--- src/rtl/des_round_sequencer.sv ---
// des_round_sequencer: control FSM for an iterative DES core; drives IP/PC-1 loads,
// per-round commit and key-rotation controls, FP capture and the result handshake.
module des_round_sequencer #(
    parameter int ROUND_CYCLES = 1,
    parameter int ROUNDS       = 16
) (
    input  logic       clk,
    input  logic       rstN,
    input  logic       inValid,
    input  logic       inDecrypt,
    output logic       inReady,
    input  logic       abort,
    output logic       dpLoad,
    output logic       keyLoad,
    output logic       roundEn,
    output logic       keyShiftEn,
    output logic [1:0] keyShiftAmt,
    output logic       keyShiftDir,
    output logic [3:0] roundIdx,
    output logic       fpLoad,
    output logic       outValid,
    input  logic       outReady,
    output logic       busy
);
    typedef enum logic [2:0] {IDLE, LOAD, ROUND, FINAL, DONE} state_t;

    localparam logic [1:0] RCM  = 2'(ROUND_CYCLES - 1);
    localparam logic [3:0] LAST = 4'(ROUNDS - 1);

    state_t     state;
    logic [1:0] sub;
    logic       mode;

    // Decrypt walks the encrypt schedule backwards, rotating right by S[16-r].
    function automatic logic [1:0] shift_amt(input logic [3:0] r, input logic dec);
        logic [3:0] k;
        k = dec ? 4'(5'd16 - {1'b0, r}) : r;
        return (dec && r == 4'd0) ? 2'd0 :
               (k == 4'd0 || k == 4'd1 || k == 4'd8 || k == 4'd15) ? 2'd1 : 2'd2;
    endfunction

    assign inReady = (state == IDLE);

    always_ff @(posedge clk or negedge rstN) begin
        if (!rstN) begin
            state       <= IDLE;
            sub         <= '0;
            mode        <= 1'b0;
            roundIdx    <= '0;
            dpLoad      <= 1'b0;
            keyLoad     <= 1'b0;
            roundEn     <= 1'b0;
            keyShiftEn  <= 1'b0;
            keyShiftAmt <= '0;
            keyShiftDir <= 1'b0;
            fpLoad      <= 1'b0;
            outValid    <= 1'b0;
            busy        <= 1'b0;
        end else begin
            dpLoad     <= 1'b0;
            keyLoad    <= 1'b0;
            roundEn    <= 1'b0;
            keyShiftEn <= 1'b0;
            fpLoad     <= 1'b0;
            if (abort && state != IDLE) begin
                state       <= IDLE;
                outValid    <= 1'b0;
                busy        <= 1'b0;
                keyShiftAmt <= '0;
                keyShiftDir <= 1'b0;
            end else begin
                case (state)
                    IDLE: if (inValid) begin
                        mode     <= inDecrypt;
                        state    <= LOAD;
                        dpLoad   <= 1'b1;
                        keyLoad  <= 1'b1;
                        busy     <= 1'b1;
                        roundIdx <= '0;
                        sub      <= '0;
                    end
                    LOAD: begin
                        state       <= ROUND;
                        roundIdx    <= '0;
                        sub         <= '0;
                        keyShiftAmt <= shift_amt(4'd0, mode);
                        keyShiftDir <= mode;
                        roundEn     <= (RCM == 2'd0);
                        keyShiftEn  <= (RCM == 2'd0);
                    end
                    ROUND: begin
                        // Outputs are registered, so strobes are set one edge ahead of the commit cycle.
                        if (sub != RCM) begin
                            sub        <= sub + 2'd1;
                            roundEn    <= (sub + 2'd1 == RCM);
                            keyShiftEn <= (sub + 2'd1 == RCM);
                        end else if (roundIdx == LAST) begin
                            state       <= FINAL;
                            fpLoad      <= 1'b1;
                            keyShiftAmt <= '0;
                            keyShiftDir <= 1'b0;
                        end else begin
                            roundIdx    <= roundIdx + 4'd1;
                            sub         <= '0;
                            keyShiftAmt <= shift_amt(roundIdx + 4'd1, mode);
                            roundEn     <= (RCM == 2'd0);
                            keyShiftEn  <= (RCM == 2'd0);
                        end
                    end
                    FINAL: begin
                        state    <= DONE;
                        outValid <= 1'b1;
                    end
                    DONE: if (outReady) begin
                        state    <= IDLE;
                        outValid <= 1'b0;
                        busy     <= 1'b0;
                    end
                    default: state <= IDLE;
                endcase
            end
        end
    end
endmodule

--- config.mk ---
export PLATFORM = sky130hd
export DESIGN_NAME = des_round_sequencer
export DESIGN_NICKNAME = d
export VERILOG_FILES = /design/src/rtl/des_round_sequencer.sv
export SDC_FILE = /design/constraint.sdc
export NUM_CORES = 1
export LEC_CHECK = 0
export ABC_AREA = 1
export ABC_CLOCK_PERIOD_IN_PS = 3180
export BUFFER_PORTS_ARGS = -buffer_cell sky130_fd_sc_hd__buf_2
export CAP_MARGIN = 15
export CELL_PAD_IN_SITES_DETAIL_PLACEMENT = 1
export CELL_PAD_IN_SITES_GLOBAL_PLACEMENT = 1
export CORE_MARGIN = 4
export CORE_UTILIZATION = 42
export DETAILED_ROUTE_END_ITERATION = 10
export PLACE_DENSITY = 0.87
export SYNTH_ARGS = -nofsm -noshare
export SYNTH_HDL_FRONTEND = slang
export SYNTH_SLANG_ARGS = --single-unit
--- constraint.sdc ---
create_clock -name clk -period 3.18 [get_ports clk]
set_input_delay 0.318 -clock clk [delete_from_list [all_inputs] [get_ports clk]]
set_output_delay 0.318 -clock clk [all_outputs]
set_load 0.05 [all_outputs]
==> impl_metrics.ini, run 1 <==
[cells_and_area]
area_delta_synth_final_pct = 13.7
utilization_pct = 52.3
fill_cells = 315
inserted_diodes = 0
seq_area_um2 = 450
finish.net_count = 167
multi_input_area_um2 = 520
mostFrequentLayoutCell = sky130_fd_sc_hd__nand2_1
drive_gt1_share_pct = 23.9
mostFrequentLayoutCells = 36 x sky130_fd_sc_hd__nand2_1, 20 x sky130_fd_sc_hd__buf_2, 18 x sky130_fd_sc_hd__dfrtp_1

[global_routing]
number_of_global_route_vias_before_repair = 1021
global_route_wire_length_before_repair_mm = 4.46
gr-total-overflow = 0
gr-usage-all-layers_pct = 17.0
grt_max_degree = 19
grt_antenna_before_repair = 0

[critical_path]
reg2reg_from = roundIdx[0]$_DFFE_PN0P_
capture_instance_of_the_worst_register_to_register_path = sub[0]$_DFFE_PN0P_
setup.worst_path.end_class = primary output
cp.required_ns = 2.86
timing.critical_path.arrival_ns = 1.39
worst-setup-path-type = flip-flop to primary output
worst-r2r-cell-count = 9
register_to_register_setup_slack_ns = 1.55
crit_fanout = 5
setup.worst_path.start = state[1]$_DFFE_PN0P_
setup.worst_path.start_class = flip-flop

[floorplanning]
num_io_pins = 21
core_area_um2 = 2300
dieArea_um2 = 3380
std_cell_rows = 17
initial_utilization_pct = 46.0
die-height_um = 58.2
floorplan.die.width_um = 58.2

[clock_tree]
buffers_inserted_by_post_cts_timing_repair = 0
number_of_buffers_added_by_the_clock_tree_synthesis_step = 3
clock_sinks = 18
tritoncts = yes
cts_max_path_buffers = 2
cts.clk_slew.worst_paths_ns = 0.11
cts_root_buf = sky130_fd_sc_hd__clkbuf_4
cts_htree_levels = 1
post_cts.resized_instances = 0
clk-insertion-delay-late_ns = 0.29

[drt]
routed_wirelength_mm = 2.48
total_vias_in_the_final_route = 936
detail_route.wl_per_cell_um = 13.6
ant_nets = 0
drc = 0
detail_route.first_pass.iterations = 4
detailedRoute.firstIterationViolations = 18
avgViaCountPerCell = 5.11

[power]
netSwitchingFraction_pct = 54.4
internal-power_uw = 499
p_total_mw = 1.10
worst_supply_voltage_drop_on_vdd_mv = 0.457
p_comb_share_pct = 58.9
total_leakage_power_nw = 0.637
pwrdens_nw_per_um2 = 911
seq_power_share_pct = 30.8
switching_power_uw = 596
clockPowerShare_pct = 10.3

[logic_synthesis]
synth.ff_latch_count = 18
synth_net_count = 144
postSynth.asyncResetShare_pct = 100
synth_warnings = 0
mappedNetlistArea_um2 = 1060
yosys_most_used_dff = sky130_fd_sc_hd__dfrtp_1
synthCells = 134
synth-edff-count = 0
synth-seq-area-share_pct = 42.6
post_synth.cell_area_avg_um2 = 7.89
yosysUniqueCellTypes = 24

[hold_path]
min-delay-path-class = input pin to flip-flop
whs_endpoint = mode$_DFFE_PN0P_
holdCritStartpoint = inDecrypt
depth_of_the_worst_hold_timing_path = 3

[place]
placement.io_buffers = 20
finalWeightedCongestion = 0.862
place_hpwl_mm = 2.00

[sta]
timing.fmax_mhz = 584
setup_tns_final_ns = 0
timing_worst_slew_pin_value_ns = 0.424
skew_ns = 0.0136
finalCriticalPeriod_ns = 1.71
maxSlewViolCount = 0
timing_hold_violations_final = 0
setup_repair_after_global_routing_missed_its_margin = no
period_share_pct = 53.8
setup-violations-final = 0
relSlewSlack_pct = 71.8

[run_status]
run_status = finished, final reports clean

[job]
drv.max_cap_violation_count = 0
==> layer usage <==
layer	track usage [%]	part of all wire, %
met5	0	0
met4	5.63	0.72
met3	2.90	3.2
met2	31.5	52
met1	19.5	44
==> through the flow <==
stage / hold slack (ns) / setup slack, ns / std cells / instance area, µm²
after floorplan: 0.0224 / 1.44 / 134 / 1060
after CTS: 0.231 / 1.46 / 183 / 1200
final: 0.231 / 1.47 / 183 / 1200
after global routing: 0.234 / 1.34 / 183 / 1200
after detailed placement: 0.278 / 1.61 / 179 / 1170
after global placement: 0.272 / 1.69 / 179 / 1170
==> sequential cells by signal, indices dropped and copies added (netlist names) <==
signal,flops
roundIdx,4
state,3
keyShiftAmt,2
sub,2
busy,1
fpLoad,1
keyLoad,1
keyShiftDir,1
keyShiftEn,1
mode,1
outValid,1
==> how the worst max path moves through the flow <==
stage / cells past startpoint / slack [ns] / end
floorplan: 8 / 1.44 / roundIdx[0]$_DFFE_PN0P_
global placement: 9 / 1.69 / sub[1]$_DFFE_PN0P_
detailed placement: 9 / 1.61 / sub[0]$_DFFE_PN0P_
CTS: 4 / 1.46 / inReady
global route: 9 / 1.34 / sub[0]$_DFFE_PN0P_
finish: 4 / 1.47 / inReady
==> cells in the mapped netlist (2+ instances only) <==
library cell,n,share of area [%]
sky130_fd_sc_hd__nor2_4,2,2.1
sky130_fd_sc_hd__dfrtp_1,18,43
sky130_fd_sc_hd__buf_4,3,2.1
sky130_fd_sc_hd__ha_1,4,4.7
sky130_fd_sc_hd__nand4_1,3,1.8
sky130_fd_sc_hd__o21ai_1,7,3.3
sky130_fd_sc_hd__nand2_1,36,13
sky130_fd_sc_hd__nor2_2,2,1.2
sky130_fd_sc_hd__nor3_1,2,0.95
sky130_fd_sc_hd__inv_1,15,5.3
sky130_fd_sc_hd__nand2_2,4,2.4
sky130_fd_sc_hd__nand3_1,9,4.3
sky130_fd_sc_hd__nor2_1,13,4.6
sky130_fd_sc_hd__a21oi_1,4,1.9
sky130_fd_sc_hd__o21ai_0,2,0.95
sky130_fd_sc_hd__inv_2,2,0.71
==> power by group through the flow <==
stage                     Sequential, mW  Clock (mW)  Combinational [mW]
final                              0.337       0.113               0.646
after global routing               0.347       0.130               0.712
after CTS                          0.337       0.116               0.655
after detailed placement           0.341           0               0.651
after global placement             0.337           0               0.634
after floorplan                    0.469           0               0.391
==> critical path, stage by stage, from the launching register on <==
cell                      delay [ns]
sky130_fd_sc_hd__dfrtp_1        0.45
sky130_fd_sc_hd__nor2_2         0.16
sky130_fd_sc_hd__inv_2          0.07
sky130_fd_sc_hd__nor2_4         0.14
sky130_fd_sc_hd__buf_2          0.29
==> kinds of logic after synthesis <==
group | synth area share [%]
flip-flops | 42.6
AO/OA/AOI/OAI | 8.28
XOR/XNOR | 0.829
buffers and inverters | 8.17
adder cells (fa/ha/maj) | 4.73
AND/OR/NAND/NOR | 35.4
==> area by class of cell <==
type | instances | share of cell area (%)
multi-input cells | 96 | 43.3
flip-flops and latches | 18 | 37.5
repair buffers | 21 | 9.16
inverters | 17 | 5.31
well taps | 28 | 2.91
clock buffers | 3 | 1.87
==> timing repair <==
action / in CTS / in global routing
hold buffers: 1 / 0
setup endpoints to repair: 0 / 0
hold endpoints to repair: 18 / 0
Power figures use the tool's default switching activity.
==> inputs of run 2 (changes only) <==
Settings changed: ABC_CLOCK_PERIOD_IN_PS 3180 to 1650, CORE_UTILIZATION 42 to 39, PLACE_DENSITY 0.87 to 0.82.
Clock period 3.18 ns to 1.65 ns, I/O delays scaled along.
==> run 2 against run 1 <==
Effect of this change:
- clock power rose to 2.6 times the previous value
- clock skew fell by 0.0036 ns
- critical path depth rose by 4
- routed wire length rose by 21%
- first-iteration DRC count rose by 120%
- utilization fell by 1.3 points
- sequential power rose by 91%
- non-clock buffer count rose by 8
- sequential cell count did not move
- setup slack got worse by 1.4 ns
- design area rose by 7.0%
- combinational power rose by 120%
- critical path type is now flip-flop to flip-flop
- highest routed layer unchanged
==> impl_metrics.ini, run 2 (same netlist as run 1, synthesis figures left out) <==
[run_status]
run_status = finished, final reports clean

[cells_and_area]
mostFrequentLayoutCell = sky130_fd_sc_hd__nand2_1
seq_area_um2 = 453
registers.top_by_ff_count = roundIdx
fill_cells = 318
multi_input_area_um2 = 523
largest_registers = roundIdx: 4 flops, state: 3 flops
finish.net_count = 175
drive_gt1_share_pct = 29.9
inserted_diodes = 0
mostFrequentLayoutCells = 36 x sky130_fd_sc_hd__nand2_1, 19 x sky130_fd_sc_hd__buf_2, 16 x sky130_fd_sc_hd__dfrtp_1
area_delta_synth_final_pct = 21.7
largest_reg_flops = 4

[clock_tree]
clk-insertion-delay-late_ns = 0.31
cts_htree_levels = 1
cts_root_buf = sky130_fd_sc_hd__clkbuf_4
tritoncts = yes
cts_max_path_buffers = 2
number_of_buffers_added_by_the_clock_tree_synthesis_step = 3
cts.clk_slew.worst_paths_ns = 0.12
clock_sinks = 18

[hold_path]
min-delay-path-class = input pin to flip-flop

[sta]
maxSlewViolCount = 0
relSlewSlack_pct = 72.1
hold-worst-slack_ns = 0.0660
timing.fmax_mhz = 634
skew_ns = 0.0100
timing_hold_violations_final = 0
finalWorstSetupSlack_ns = 0.0738
finalCriticalPeriod_ns = 1.58
timing_worst_slew_pin_value_ns = 0.419
setup-violations-final = 0
period_share_pct = 95.5

[floorplanning]
core_area_um2 = 2520
num_io_pins = 21
dieArea_um2 = 3610
die-height_um = 60.1
std_cell_rows = 18
initial_utilization_pct = 41.9
floorplan.die.width_um = 60.1

[critical_path]
crit_fanout = 5
setup.worst_path.start_class = flip-flop
critical_path.cell_chain = ha_1, nand2_1, nor2_2, inv_1, nor2_1, nand3b_4, nand2_1, o21ai_1
worst-setup-path-type = flip-flop to flip-flop
setup.worst_path.end_class = flip-flop
cp.required_ns = 1.89
cpPeakStageDelay_ns = 0.42
crit_path_frequent_cell = sky130_fd_sc_hd__nand2_1
slowest_stage_cell_cp = sky130_fd_sc_hd__dfrtp_2
timing.critical_path.arrival_ns = 1.81

[drt]
detail_route.wl_per_cell_um = 15.5
detail_route.first_pass.iterations = 4
routed_wirelength_mm = 3.01
avgViaCountPerCell = 5.21
ant_nets = 0
total_vias_in_the_final_route = 1010
detailedRoute.firstIterationViolations = 40
drc = 0

[place]
place_hpwl_mm = 2.04
pre_cts_slack_ns = 0.109
finalWeightedCongestion = 0.781
placement.io_buffers = 20

[global_routing]
gr-usage-all-layers_pct = 16.3
number_of_global_route_vias_before_repair = 995
grt_max_degree = 19
global_route_wire_length_before_repair_mm = 4.35
gr-total-overflow = 0
grt_antenna_before_repair = 0

[power]
pwrdens_nw_per_um2 = 1820
p_total_mw = 2.34
worst_supply_voltage_drop_on_vdd_mv = 1.08
total_leakage_power_nw = 0.684

[job]
drv.max_cap_violation_count = 0
## run 2: where the power goes
part | switching [mW] | leakage, nW | internal (mW)
logic | 0.994 | 0.427 | 0.410
registers | 0.0874 | 0.236 | 0.555
clock network | 0.155 | 0.0210 | 0.135
## run 2: per-layer routing
layer / share of wire (%) / global-route usage, %
met5: 0 / 0
met4: 2.6 / 6.65
met3: 4.6 / 2.81
met2: 49 / 28.7
met1: 44 / 19.3
## run 2: layout make-up
class                   instances  area share (%)
flip-flops and latches         18            35.2
multi-input cells              96            40.7
inverters                      17            4.96
clock buffers                   4            2.82
well taps                      30            2.92
repair buffers                 29            13.4
## run 2: worst max-delay path, delay by kind of cell, from the launching register on
kind / cells / cell delay (ns)
compound gates: 1 / 0.09
fa+ha+maj: 1 / 0.22
buf+inv: 1 / 0.08
flops: 1 / 0.42
simple gates: 5 / 0.70
## run 2: worst paths after layout
path	start	to	slack, ns	cells after the start
max reg2reg	roundIdx[0]$_DFFE_PN0P_	roundIdx[1]$_DFFE_PN0P_	0.07	8
max	roundIdx[0]$_DFFE_PN0P_	roundIdx[1]$_DFFE_PN0P_	0.07	8
min in group asynchronous	rstN	roundIdx[2]$_DFFE_PN0P_	0.31	2
min reg2reg	outValid$_DFFE_PN0P_	outValid$_DFFE_PN0P_	0.51	2
min	inDecrypt	mode$_DFFE_PN0P_	0.07	3
max in group asynchronous	rstN	roundIdx[0]$_DFFE_PN0P_	1.02	2
## run 2: what timing repair did
| action | 4_1_cts | 5_1_grt |
|---|---|---|
| gates resized for setup | 0 | 2 |
| setup buffers | 0 | 7 |
| setup endpoints to repair | 0 | 8 |
| endpoints found under the hold margin | 18 | 0 |
| hold buffers | 1 | 0 |
## run 2: through the flow
step                      cell area, µm²  instances  TNS (ns)  utilization [%]
after floorplan                     1060        134         0                -
after global placement              1180        182         0             46.9
after detailed placement            1180        182         0             46.9
after CTS                           1230        187         0             48.7
after global routing                1290        194    -0.269             51.0
final                               1290        194         0             51.0
